<file path="config.mk">
export PLATFORM = sky130hd
export DESIGN_NAME = picomips_decoder_seq
export DESIGN_NICKNAME = d
export VERILOG_FILES = /design/src/rtl/picomips_decoder_seq.sv
export SDC_FILE = /design/constraint.sdc
export NUM_CORES = 1
export LEC_CHECK = 0
export ABC_AREA = 1
export BUFFER_PORTS_ARGS = -buffer_cell sky130_fd_sc_hd__buf_2
export CORE_MARGIN = 2
export CORE_UTILIZATION = 43
export CTS_CLUSTER_DIAMETER = 60
export DETAILED_ROUTE_END_ITERATION = 7
export PLACE_DENSITY = 0.73
export SYNTH_ARGS = -nofsm -noshare
export SYNTH_HDL_FRONTEND = slang
export SYNTH_SLANG_ARGS = --single-unit
</file>
<file path="constraint.sdc">
create_clock -name clk -period 1.05 [get_ports clk]
set_input_delay 0.105 -clock clk [delete_from_list [all_inputs] [get_ports clk]]
set_output_delay 0.105 -clock clk [all_outputs]
set_load 0.01 [all_outputs]
</file>
<file path="src/rtl/picomips_decoder_seq.sv">
// Sequential instruction decoder / control unit for the picoMIPS core.
// Mealy decode from state, opcode, MUL counter and registered Z/N flags.
module picomips_decoder_seq #(
    parameter int OPW        = 6,
    parameter int MUL_CYCLES = 3,
    parameter int BR_BUBBLE  = 1
) (
    input  logic           clk,
    input  logic           n_reset,
    input  logic [OPW-1:0] opcode,
    input  logic           z_in,
    input  logic           n_in,
    input  logic           ext_ready,
    output logic           pc_incr,
    output logic           pc_branch,
    output logic           pc_jump,
    output logic           imm,
    output logic           w1,
    output logic [2:0]     alu_func,
    output logic           busy,
    output logic           halted,
    output logic           illegal
);

    localparam int CNT_W = (MUL_CYCLES > 1) ? $clog2(MUL_CYCLES) : 1;
    localparam logic [CNT_W-1:0] CNT_INIT = CNT_W'((MUL_CYCLES > 1) ? MUL_CYCLES - 1 : 0);
    localparam logic [CNT_W-1:0] CNT_ONE  = CNT_W'(1);

    localparam logic [2:0] S_START  = 3'd0;
    localparam logic [2:0] S_RUN    = 3'd1;
    localparam logic [2:0] S_MULW   = 3'd2;
    localparam logic [2:0] S_BUBBLE = 3'd3;
    localparam logic [2:0] S_HALTED = 3'd4;

    localparam logic [2:0] ALU_PASS_B = 3'b000;
    localparam logic [2:0] ALU_ADD    = 3'b001;
    localparam logic [2:0] ALU_SUB    = 3'b010;
    localparam logic [2:0] ALU_MUL    = 3'b011;

    localparam logic [OPW-1:0] OP_NOP  = OPW'(6'h00);
    localparam logic [OPW-1:0] OP_ADD  = OPW'(6'h01);
    localparam logic [OPW-1:0] OP_ADDI = OPW'(6'h02);
    localparam logic [OPW-1:0] OP_SUB  = OPW'(6'h03);
    localparam logic [OPW-1:0] OP_SUBI = OPW'(6'h04);
    localparam logic [OPW-1:0] OP_LDI  = OPW'(6'h05);
    localparam logic [OPW-1:0] OP_MUL  = OPW'(6'h06);
    localparam logic [OPW-1:0] OP_BEQ  = OPW'(6'h08);
    localparam logic [OPW-1:0] OP_BNE  = OPW'(6'h09);
    localparam logic [OPW-1:0] OP_JMP  = OPW'(6'h0A);
    localparam logic [OPW-1:0] OP_WAIT = OPW'(6'h0C);
    localparam logic [OPW-1:0] OP_HALT = OPW'(6'h3F);

    logic [2:0]       state_q, state_d;
    logic [CNT_W-1:0] cnt_q, cnt_d;
    logic             zf_q, zf_d;
    logic             nf_q, nf_d;
    logic             flag_upd;
    logic             br_taken;

    // N flag is tracked for future signed branches; no current opcode reads it.
    logic unused_nf;
    assign unused_nf = nf_q;

    always_comb begin
        state_d   = state_q;
        cnt_d     = cnt_q;
        zf_d      = zf_q;
        nf_d      = nf_q;
        flag_upd  = 1'b0;
        br_taken  = 1'b0;
        pc_incr   = 1'b0;
        pc_branch = 1'b0;
        pc_jump   = 1'b0;
        imm       = 1'b0;
        w1        = 1'b0;
        alu_func  = ALU_PASS_B;
        busy      = 1'b0;
        halted    = 1'b0;
        illegal   = 1'b0;

        case (state_q)
            S_START: state_d = S_RUN;

            S_RUN: begin
                pc_incr = 1'b1;
                case (opcode)
                    OP_NOP: ;
                    OP_ADD: begin
                        w1 = 1'b1; alu_func = ALU_ADD; flag_upd = 1'b1;
                    end
                    OP_ADDI: begin
                        w1 = 1'b1; imm = 1'b1; alu_func = ALU_ADD; flag_upd = 1'b1;
                    end
                    OP_SUB: begin
                        w1 = 1'b1; alu_func = ALU_SUB; flag_upd = 1'b1;
                    end
                    OP_SUBI: begin
                        w1 = 1'b1; imm = 1'b1; alu_func = ALU_SUB; flag_upd = 1'b1;
                    end
                    OP_LDI: begin
                        w1 = 1'b1; imm = 1'b1; alu_func = ALU_PASS_B;
                    end
                    OP_MUL: begin
                        alu_func = ALU_MUL;
                        if (MUL_CYCLES == 1) begin
                            w1 = 1'b1; flag_upd = 1'b1;
                        end else begin
                            pc_incr = 1'b0;
                            busy    = 1'b1;
                            cnt_d   = CNT_INIT;
                            state_d = S_MULW;
                        end
                    end
                    OP_BEQ, OP_BNE: begin
                        br_taken = (opcode == OP_BEQ) ? zf_q : ~zf_q;
                        if (br_taken) begin
                            pc_branch = 1'b1;
                            pc_incr   = 1'b0;
                            if (BR_BUBBLE != 0) state_d = S_BUBBLE;
                        end
                    end
                    OP_JMP: begin
                        pc_jump = 1'b1;
                        pc_incr = 1'b0;
                        if (BR_BUBBLE != 0) state_d = S_BUBBLE;
                    end
                    OP_WAIT: begin
                        pc_incr = ext_ready;
                        busy    = ~ext_ready;
                    end
                    OP_HALT: begin
                        pc_incr = 1'b0;
                        state_d = S_HALTED;
                    end
                    default: illegal = 1'b1;
                endcase
            end

            // Opcode is ignored here; the multiply result is written in the last cycle.
            S_MULW: begin
                alu_func = ALU_MUL;
                cnt_d    = cnt_q - CNT_ONE;
                if (cnt_q > CNT_ONE) begin
                    busy = 1'b1;
                end else begin
                    w1       = 1'b1;
                    pc_incr  = 1'b1;
                    flag_upd = 1'b1;
                    state_d  = S_RUN;
                end
            end

            S_BUBBLE: state_d = S_RUN;

            S_HALTED: halted = 1'b1;

            default: state_d = S_START;
        endcase

        if (flag_upd) begin
            zf_d = z_in;
            nf_d = n_in;
        end
    end

    always_ff @(posedge clk or negedge n_reset) begin
        if (!n_reset) begin
            state_q <= S_START;
            cnt_q   <= '0;
            zf_q    <= 1'b0;
            nf_q    <= 1'b0;
        end else begin
            state_q <= state_d;
            cnt_q   <= cnt_d;
            zf_q    <= zf_d;
            nf_q    <= nf_d;
        end
    end

endmodule

</file>
==> results of run 1 <==
==> critical path, stage by stage, from the launching register on <==
cell	delay, ns
dfrtp_2	0.43
nor3_4	0.23
inv_2	0.08
buf_4	0.14
a31oi_4	0.16
buf_6	0.12
==> power by group through the flow <==
stage               combinational [W]  clock, W  sequential [W]
floorplan                    0.000799         0        0.000421
global placement              0.00121         0        0.000422
detailed placement            0.00124         0        0.000432
CTS                           0.00137  0.000268        0.000426
global route                  0.00197  0.000280        0.000421
finish                        0.00181  0.000261        0.000414
==> cell families (layout without fill, tap and decap cells) <==
logic type               after synthesis  count (layout)
AO/OA/AOI/OAI                         12              12
adder cells (fa/ha/maj)                1               1
buffers and inverters                 23              74
flip-flops                             6               6
other                                  1               1
AND/OR/NAND/NOR                       70              71
==> cells in the mapped netlist, drive strengths merged <==
master / number / area share, %
nand2: 33 / 19
inv: 21 / 12
nand3: 14 / 12
nor2: 13 / 9.1
dfrtp: 6 / 23
o21ai: 6 / 5.2
nor3: 4 / 3.1
a31oi: 3 / 2.9
nand4: 3 / 2.9
buf: 2 / 2.3
nor4: 2 / 1.9
o211ai: 2 / 2.3
a21oi: 1 / 0.77
conb: 1 / 0.58
ha: 1 / 1.9
nand3b: 1 / 1.2
==> through the flow <==
stage	setup WS [ns]	cells	hold slack, ns	setup TNS (ns)
6_report	-0.498	181	0.0435	-5.61
5_1_grt	-0.571	181	0.0588	-6.69
4_1_cts	-0.512	172	0.0428	-5.15
3_5_place_dp	-0.251	164	-0.0534	-2.36
3_3_place_gp	-0.212	164	-0.0660	-2.09
2_1_floorplan	-0.0906	113	-0.191	-0.526
==> path summary, 6_finish.rpt <==
kind,end,slack (ns),cells past startpoint
hold / removal,zf_q,0.04,3
min in group asynchronous,state_q[2],0.18,2
hold reg to reg,cnt_q[0],0.57,2
setup reg to reg,state_q[0],-0.35,10
max in group asynchronous,cnt_q[0],0.69,2
setup / recovery,alu_func[1],-0.50,5
==> layer usage <==
metal  share of wire [%]  wire, um
met2                  51      1220
met4                 4.2       102
met5                   0         0
met1                  38       927
met3                 6.7       162
==> final cells by class <==
cell class	instances	area, sq um
Tap cell	16	20.0
Multi-Input combinational cell	85	538
Inverter	21	81.3
Fill cell	99	293
Timing Repair Buffer	49	344
Sequential cell	6	151
Clock buffer	4	26.3
==> repair_timing <==
| action | 4_1_cts | 5_1_grt |
|---|---|---|
| gates cloned | 0 | 1 |
| hold endpoints to repair | 6 | 0 |
| buffers inserted | 3 | 10 |
| gates resized for setup | 9 | 16 |
| pin swaps | 5 | 9 |
| setup endpoints to repair | 15 | 16 |
| hold buffers | 1 | 0 |
==> state kept, by name, summed over array words and instances, names as in the netlist <==
| register | count |
|---|---|
| cnt_q | 2 |
| state_q | 3 |
| zf_q | 1 |
==> impl_metrics.yaml, run 1 <==
place:
  place_hpwl_mm: 1.50
  placed_cell_area_sq_um: 953
  place.gp.congestion: 0.879
  port_buffers: 19
pwr:
  pwr-share-seq_pct: 16.7
  switchingPower_w: 0.00117
  p_comb_share_pct: 72.8
  clkPwrFrac_pct: 10.5
  p_leak_nw: 0.632
  netSwitchingFraction_pct: 47.0
  power.density_nw_per_um2: 2140
  vdd_ir_drop_max_v: 0.00155
  p_int_w: 0.00132
  finalPower_w: 0.00248
synth:
  synthSimpleGateAreaFrac_pct: 48.7
  synth_xor_area_share_pct: 0
  synth_seq_area_share_pct: 23.1
  syn_nets: 125
  ys_warn_count: 0
  syn_avg_cell_area_sq_um: 5.75
  synthAdderAreaFrac_pct: 1.93
  synth_compound_area_share_pct: 11.2
  synth_area_sq_um: 649
  synth_cell_types: 21
  synth_cells: 113
  synthMuxAreaShare_pct: 0
  synth_top_family_by_area: "simple AND/OR/NAND/NOR gates"
  synth-seq-cells: 6
cts:
  clk_latency_ns: 0.27
  clk_pin_slew_ns: 0.06
  root_buffer: "clkbuf_4"
  cts_buffers: 3
  cts_tree: "built"
  clock_path_buffers: 2
  cts.sinks: 6
  h-tree-depth: 1
job:
  cap_violations: 0
final_layout:
  fin_util_pct: 79.9
  drive_gt1_share_pct: 54.5
  fin_area_sq_um: 1160
  fin_nets: 178
  layout_common_cells: "nand2_1 (25), buf_4 (25), buf_2 (18)"
  diodes: 0
  syn2layout_area_growth_pct: 78.8
sta:
  finalCritPeriodShare_pct: 147
  max_freq_mhz: 646
  clock_skew_ns: 0.0187
  rsz0062_at_grt: "true"
  setup_ws_ns: -0.498
  period_minus_slack_ns: 1.55
  setup_viol: 16
  slew_viol_final: 0
  finalHoldViolations: 0
routing:
  via_count: 986
  vias_per_cell: 5.45
  wl_mm: 2.41
  drc: 0
  first_pass_iters: 4
  drt_iter0_drc: 40
  wl_per_cell_um: 13.3
  ant_nets: 0
global_routing:
  grt_usage_pct: 23.9
  grt-busiest-layer: "met2"
  grtUsageMet2_pct: 39.1
  grt_max_degree: 12
  antenna_found_initial: 0
  grt_pass1_wl_mm: 3.29
  first_global_vias: 769
  grtUsageMet3_pct: 7.23
  grt.overflow.total: 0
  gr-usage-met1_pct: 29.3
min_path:
  min_path_type: "input port to flip-flop"
  min_from: "z_in"
die:
  initial_core_util_pct: 44.7
  die_h_um: 42.9
  dieArea_sq_um: 1840
  core_area_sq_um: 1450
  die_w_um: 42.9
  pin_count: 22
  num_rows: 14
run_status:
  status: "complete, but fails checks"
  violations: "negative setup slack"
setup_path:
  r2r_start: "state_q[0]"
  crit_path_start: "state_q[0]"
  start_kind: "flip-flop"
  worst_setup_path_end_kind: "output pin"
  critical_path_arrival_ns: 1.44
  worstPathRequired_ns: 0.94
  crit_fanout: 4
  path_class: "flip-flop to output pin"
No activity file was read; power rests on OpenSTA's default activity.
==> inputs of run 2 (changes only) <==
--- a/config.mk
+++ b/config.mk
@@ -8,10 +8,11 @@
 export ABC_AREA = 1
 export BUFFER_PORTS_ARGS = -buffer_cell sky130_fd_sc_hd__buf_2
 export CORE_MARGIN = 2
-export CORE_UTILIZATION = 43
+export CORE_UTILIZATION = 46
+export CTS_BUF_LIST = sky130_fd_sc_hd__clkbuf_8
 export CTS_CLUSTER_DIAMETER = 60
 export DETAILED_ROUTE_END_ITERATION = 7
-export PLACE_DENSITY = 0.73
+export PLACE_DENSITY = 0.77
 export SYNTH_ARGS = -nofsm -noshare
 export SYNTH_HDL_FRONTEND = slang
 export SYNTH_SLANG_ARGS = --single-unit
==> run 2 against run 1 <==
Effect of this change:
- the run still ends with negative setup slack left
- clock skew shrank 0.0083 ns
- die area shrank 5.9%
- via count grew 20%
- clock power grew 51%
- critical path depth is the same
- sequential cell count is the same
- critical endpoint is now imm
- global-route usage grew 12 points
==> impl_metrics.yaml, run 2 (same netlist as run 1, synthesis figures left out) <==
place:
  place_hpwl_mm: 1.63
  place.gp.congestion: 0.928
  port_buffers: 19
min_path:
  min_path_type: "input port to flip-flop"
cts:
  root_buffer: "clkbuf_8"
  cts_tree: "built"
  clk_latency_ns: 0.24
  cts.sinks: 6
  clock_path_buffers: 2
  cts_buffers: 3
  clk_pin_slew_ns: 0.05
  h-tree-depth: 1
final_layout:
  layout_common_cells: "buf_4 (24), nand2_1 (22), buf_2 (19)"
  fin_util_pct: 96.8
  largest_reg_flops: 3
  top_register: "state_q"
  final_common_cell: "buf_4"
  top_regs: "state_q x3, cnt_q x2, zf_q x1"
  diodes: 0
  fillCellCount: 27
  fin_nets: 180
  drive_gt1_share_pct: 61.7
  syn2layout_area_growth_pct: 96.3
run_status:
  status: "complete, but fails checks"
  violations: "negative setup slack"
routing:
  wl_met1_mm: 1.19
  via_count: 1183
  routed.top_layer: "met4"
  drc: 0
  first_pass_iters: 7
  wl_met3_um: 408
  drt_iter0_drc: 112
  wl_per_cell_um: 20.5
  vias_per_cell: 6.50
  ant_nets: 0
  wl_mm: 3.73
  met2_length_mm: 1.83
sta:
  period_minus_slack_ns: 1.59
  finalCritPeriodShare_pct: 151
  max_freq_mhz: 630
  setup_viol: 16
  setup_ws_ns: -0.538
  finalHoldViolations: 0
  final.setup.tns_ns: -6.33
  rsz0062_at_grt: "true"
  clock_skew_ns: 0.0104
  slew_viol_final: 0
die:
  die_h_um: 41.6
  num_rows: 13
  core_area_sq_um: 1320
  initial_core_util_pct: 49.3
  dieArea_sq_um: 1730
  pin_count: 22
  die_w_um: 41.6
setup_path:
  path_class: "flip-flop to output pin"
  critical_path_arrival_ns: 1.48
  worst_setup_path_end_kind: "output pin"
  crit_fanout: 5
  start_kind: "flip-flop"
  worstPathRequired_ns: 0.94
job:
  cap_violations: 0
pwr:
  power.density_nw_per_um2: 2330
  finalPower_w: 0.00297
  p_leak_nw: 0.674
  vdd_ir_drop_max_v: 0.00188
global_routing:
  grt_max_degree: 12
  antenna_found_initial: 0
  grt_usage_pct: 35.9
  grt.overflow.total: 0
  grt_pass1_wl_mm: 4.64
  first_global_vias: 977
-- run 2: changes by cell type in the layout (fill, tap and decap cells not counted), moves of 3 or more --
cell	delta
nand2_1	-3
nand3_2	+6
clkbuf_4	-3
clkbuf_8	+3
nand3_1	-6
-- run 2: metrics by stage --
stage	setup slack, ns	hold WS [ns]	area (sq um)	std cells
floorplan	-0.0906	-0.191	718	113
global placement	-0.230	-0.0672	975	166
detailed placement	-0.248	-0.0646	975	166
CTS	-0.455	0.102	1180	179
global route	-0.564	0.123	1270	182
finish	-0.538	0.108	1270	182
-- run 2: worst max-delay path, cell delays in order, from the launching register on --
cell,delay [ns]
dfrtp_1,0.44
inv_2,0.14
nand3_4,0.15
buf_4,0.16
a31oi_1,0.17
buf_2,0.17
-- run 2: cell type report --
type | instances | area [sq um] | area share, %
clock buffers | 3 | 41.3 | 3.24
clock inverters | 1 | 3.75 | 0.294
inverters | 21 | 81.3 | 6.38
multi-input cells | 85 | 606 | 47.5
flip-flops and latches | 6 | 151 | 11.9
well taps | 15 | 18.8 | 1.47
repair buffers | 51 | 373 | 29.2
-- run 2: worst paths after layout --
path                                  from    endpoint  slack [ns]  depth (start not counted)
worst max-delay path            state_q[2]         imm       -0.54                          5
worst min-delay path                  z_in        zf_q        0.11                          3
worst max register to register  state_q[2]  state_q[0]       -0.40                         10
worst min register to register    cnt_q[0]    cnt_q[0]        0.59                          2
max in group asynchronous          n_reset  state_q[0]        0.64                          2
min in group asynchronous          n_reset  state_q[1]        0.24                          2
-- run 2: where the power goes --
part / internal (W) / switching, W / total, W
logic: 0.000920 / 0.00124 / 0.00216
registers: 0.000337 / 0.0000816 / 0.000419
clock network: 0.000254 / 0.000139 / 0.000394
total: 0.00151 / 0.00146 / 0.00297
-- run 2: per-layer routing --
layer | vias up | GRT usage (%)
li1 | 481 | -
met1 | 530 | 44.1
met2 | 127 | 59.7
met3 | 45 | 6.96
met4 | 0 | 17.4
met5 | - | 0
-- run 2: repair_timing --
action	4_1_cts	5_1_grt
endpoints found under the hold margin	6	0
cloned	1	0
endpoints found under the setup margin	15	16
hold buffers	1	0
buffers inserted	8	6
resized for setup	22	21
pin swaps	13	9
==> inputs of run 3 (changes only) <==
--- a/config.mk
+++ b/config.mk
@@ -7,12 +7,15 @@
 export LEC_CHECK = 0
 export ABC_AREA = 1
 export BUFFER_PORTS_ARGS = -buffer_cell sky130_fd_sc_hd__buf_2
+export CAP_MARGIN = 15
 export CORE_MARGIN = 2
 export CORE_UTILIZATION = 46
 export CTS_BUF_LIST = sky130_fd_sc_hd__clkbuf_8
 export CTS_CLUSTER_DIAMETER = 60
 export DETAILED_ROUTE_END_ITERATION = 7
 export PLACE_DENSITY = 0.77
+export SKIP_LAST_GASP = 1
+export SLEW_MARGIN = 20
 export SYNTH_ARGS = -nofsm -noshare
 export SYNTH_HDL_FRONTEND = slang
 export SYNTH_SLANG_ARGS = --single-unit
==> run 3 against run 2 <==
Effect of this change:
- the run now fails in 5_1_grt
- synthesized cell count unchanged
- area after synthesis unchanged
==> impl_metrics.yaml, run 3 <==
run_status:
  status: "did not finish"
  failed_stage: "5_1_grt"
  first-error: "[ERROR GRT-0232] Routing congestion too high. Check the congestion heatmap in the GUI."
synth:
  ys_warn_count: 0
  synth_cells: 113
  synth_seq_area_share_pct: 23.1
  synth_area_sq_um: 649
  post-synth-top-count-cell: "nand2_1"
  synth_top_cell_by_area: "dfrtp_1"
  netlist_top_cells_count: "nand2_1 (33), inv_1 (15), nand3_1 (13), nor2_1 (9)"
  synth-main-ff-cell: "dfrtp_1"
  syn_avg_cell_area_sq_um: 5.75
  syn_nets: 125
  synth_edf_count: 0
  async_flop_share_pct: 100
  synth-seq-cells: 6
  synth.top_cell.area_share_pct: 23.1
  synth.area.top_cells: "dfrtp_1 (23%), nand2_1 (19%), nand3_1 (10%)"
  synth_cell_types: 21
place:
  place_hpwl_mm: 1.63
  place_ws_ns: -0.248
  place.gp.congestion: 0.928
  port_buffers: 19
global_routing:
  grt.overflow.total: 6
  grt_max_degree: 12
  grt_usage_pct: 57.8
cts:
  h-tree-depth: 1
  cts_buffers: 3
  clock_path_buffers: 2
  cts.sinks: 6
  root_buffer: "clkbuf_8"
die:
  pin_count: 22
  num_rows: 13
  initial_core_util_pct: 49.3
  die_w_um: 41.6
  die_h_um: 41.6
sta:
  worstEpCategory: "output port"
  worst_endpoint: "alu_func[1]"
-- run 3: cell counts after synthesis --
Identical to the previous run, type by type.
-- run 3: stage by stage --
step | cells | instance area (sq um) | TNS, ns
after CTS | 179 | 1170 | -5.06
after detailed placement | 166 | 975 | -2.40
after global placement | 166 | 975 | -2.03
after floorplan | 113 | 718 | -0.526
-- run 3: routing by layer --
layer  GRT overflow  track usage [%]
met1              0             54.2
met2              2             76.3
met3              0             34.8
met4              4             71.0
met5              0             13.3
-- run 3: cell families after synthesis --
group | Yosys count | share of synthesized area [%]
AO/OA/AOI/OAI | 12 | 11.2
flip-flops | 6 | 23.1
buffers and inverters | 23 | 14.4
AND/OR/NAND/NOR | 70 | 48.7
adder cells (fa/ha/maj) | 1 | 1.93
other | 1 | 0.577
-- run 3: what timing repair did --
item | in CTS
buffers inserted | 8
endpoints found under the setup margin | 15
pin swaps | 12
endpoints found under the hold margin | 6
resized for setup | 19
gates cloned | 1
hold buffers | 1
==> inputs of run 4 (changes only) <==
--- a/config.mk
+++ b/config.mk
@@ -8,12 +8,10 @@
 export ABC_AREA = 1
 export BUFFER_PORTS_ARGS = -buffer_cell sky130_fd_sc_hd__buf_2
 export CAP_MARGIN = 15
-export CORE_MARGIN = 2
-export CORE_UTILIZATION = 46
-export CTS_BUF_LIST = sky130_fd_sc_hd__clkbuf_8
-export CTS_CLUSTER_DIAMETER = 60
+export CORE_AREA = 2 2 63 65
 export DETAILED_ROUTE_END_ITERATION = 7
-export PLACE_DENSITY = 0.77
+export DIE_AREA = 0 0 65 67
+export PLACE_DENSITY_LB_ADDON = 0.15
 export SKIP_LAST_GASP = 1
 export SLEW_MARGIN = 20
 export SYNTH_ARGS = -nofsm -noshare
==> constraint.sdc (replaced) <==
create_clock -name clk -period 1.4 [get_ports clk]
set_input_delay 0.14 -clock clk [delete_from_list [all_inputs] [get_ports clk]]
set_output_delay 0.14 -clock clk [all_outputs]
set_load 0.01 [all_outputs]
==> run 4 against run 3 <==
Effect of this change:
- the flow now finishes, with violations (negative setup slack)
==> impl_metrics.yaml, run 4 (same netlist as run 1, synthesis figures left out) <==
setup_path:
  cp_slowest_cell: "dfrtp_1"
  worst_setup_path_end_kind: "output pin"
  crit_chain: "inv_1 > nor3_2 > buf_4 > o21ai_1 > o211ai_1 > buf_2"
  critical_path_arrival_ns: 1.37
  crit_fanout: 4
  start_kind: "flip-flop"
  worstPathRequired_ns: 1.26
  reg2reg_slack_ns: 0.03
  slowest_delay_ns: 0.36
  path_class: "flip-flop to output pin"
cts:
  clk_pin_slew_ns: 0.03
  cts_buffers: 3
  h-tree-depth: 1
  clk_latency_ns: 0.22
  root_buffer: "clkbuf_8"
  cts_tree: "built"
  cts.sinks: 6
  clock_path_buffers: 2
final_layout:
  largest_reg_flops: 3
  instances_no_fill: 195
  diodes: 0
  top_regs: "state_q x3, cnt_q x2, zf_q x1"
  top_register: "state_q"
  fin_nets: 161
  syn2layout_area_growth_pct: 49.9
  final_common_cell: "nand2_1"
  drive_gt1_share_pct: 36.1
  layout_common_cells: "nand2_1 (32), buf_2 (19), nand3_1 (13), inv_1 (13), buf_4 (13)"
pwr:
  power.density_nw_per_um2: 1530
  clkPwrFrac_pct: 16.7
  netSwitchingFraction_pct: 42.8
  p_leak_nw: 0.536
  p_comb_share_pct: 63.3
  vdd_ir_drop_max_v: 0.000391
  switchingPower_w: 0.000635
  p_int_w: 0.000850
  pwr-share-seq_pct: 19.9
sta:
  period_minus_slack_ns: 1.51
  rsz0062_at_grt: "true"
  setup_viol: 8
  slew_viol_final: 0
  finalHoldViolations: 0
  max_freq_mhz: 664
  setup_ws_ns: -0.107
  clock_skew_ns: 0.00198
  finalCritPeriodShare_pct: 108
die:
  pin_count: 22
  initial_core_util_pct: 18.0
  die_w_um: 65
  die_h_um: 67
  dieArea_sq_um: 4360
  core_area_sq_um: 3610
  num_rows: 22
run_status:
  violations: "negative setup slack"
  status: "complete, but fails checks"
global_routing:
  first_global_vias: 782
  grt.overflow.total: 0
  grt_pass1_wl_mm: 3.24
  grt_usage_pct: 9.57
  antenna_found_initial: 0
  grt_max_degree: 12
place:
  port_buffers: 19
  dp.cells: 188
  place.gp.congestion: 0.799
  place_ws_ns: 0.00616
  place_hpwl_mm: 1.58
routing:
  ant_nets: 0
  first_pass_iters: 4
  vias_per_cell: 4.21
  via_count: 820
  drt_iter0_drc: 19
  drc: 0
  wl_per_cell_um: 9.69
  wl_mm: 1.89
min_path:
  min_path_type: "input port to flip-flop"
job:
  cap_violations: 0
-- run 4: path summary, 6_finish.rpt --
path / startpoint / to / depth (start not counted)
max in group asynchronous: n_reset / state_q[1] / 2
min reg2reg: zf_q / zf_q / 2
min in group asynchronous: n_reset / zf_q / 2
max reg2reg: state_q[0] / cnt_q[1] / 8
max: state_q[1] / w1 / 6
min: z_in / zf_q / 3
-- run 4: worst max-delay path: cells and delay by family (launching register included) --
family	cells	cell delay (ns)
simple gates	1	0.05
compound gates	2	0.29
flops	1	0.36
buf+inv	3	0.45
-- run 4: power groups by stage --
stage	sequential (W)	combinational, W	clock, W
6_report	0.000296	0.000940	0.000248
5_1_grt	0.000306	0.00108	0.000272
4_1_cts	0.000297	0.000896	0.000260
3_5_place_dp	0.000296	0.000818	0
3_3_place_gp	0.000293	0.000826	0
2_1_floorplan	0.000293	0.000495	0
-- run 4: per-layer routing --
metal  routed length, um  GRT usage (%)
met1                 860           11.4
met2                 944           17.5
met3                  84           3.38
met4                   0              0
met5                   0              0
-- run 4: area by class of cell --
type	count	area, sq um
sequential	6	150
inverter	21	81.3
clock buffer	3	41.3
tap	48	60.1
timing repair buffer	33	203
fill	413	2630
multi-input combinational	84	438
-- run 4: stage by stage --
stage	util, %	total power, W	TNS, ns	area (sq um)	hold slack (ns)
after global routing	27.0	0.00166	-1.67	973	0.133
after detailed placement	24.0	0.00111	0	865	-0.0295
after floorplan	-	0.000788	0	649	-0.156
final	27.0	0.00148	-0.598	973	0.128
after global placement	24.0	0.00112	-0.0272	865	-0.0306
after CTS	26.3	0.00145	-0.653	947	0.119
-- run 4: timing repair --
item                       CTS  global route
hold endpoints to repair     6             0
pin swaps                    1             0
buffers inserted             1             2
setup endpoints to repair    9            11
gates resized for setup      8             2
hold buffers                 1             0
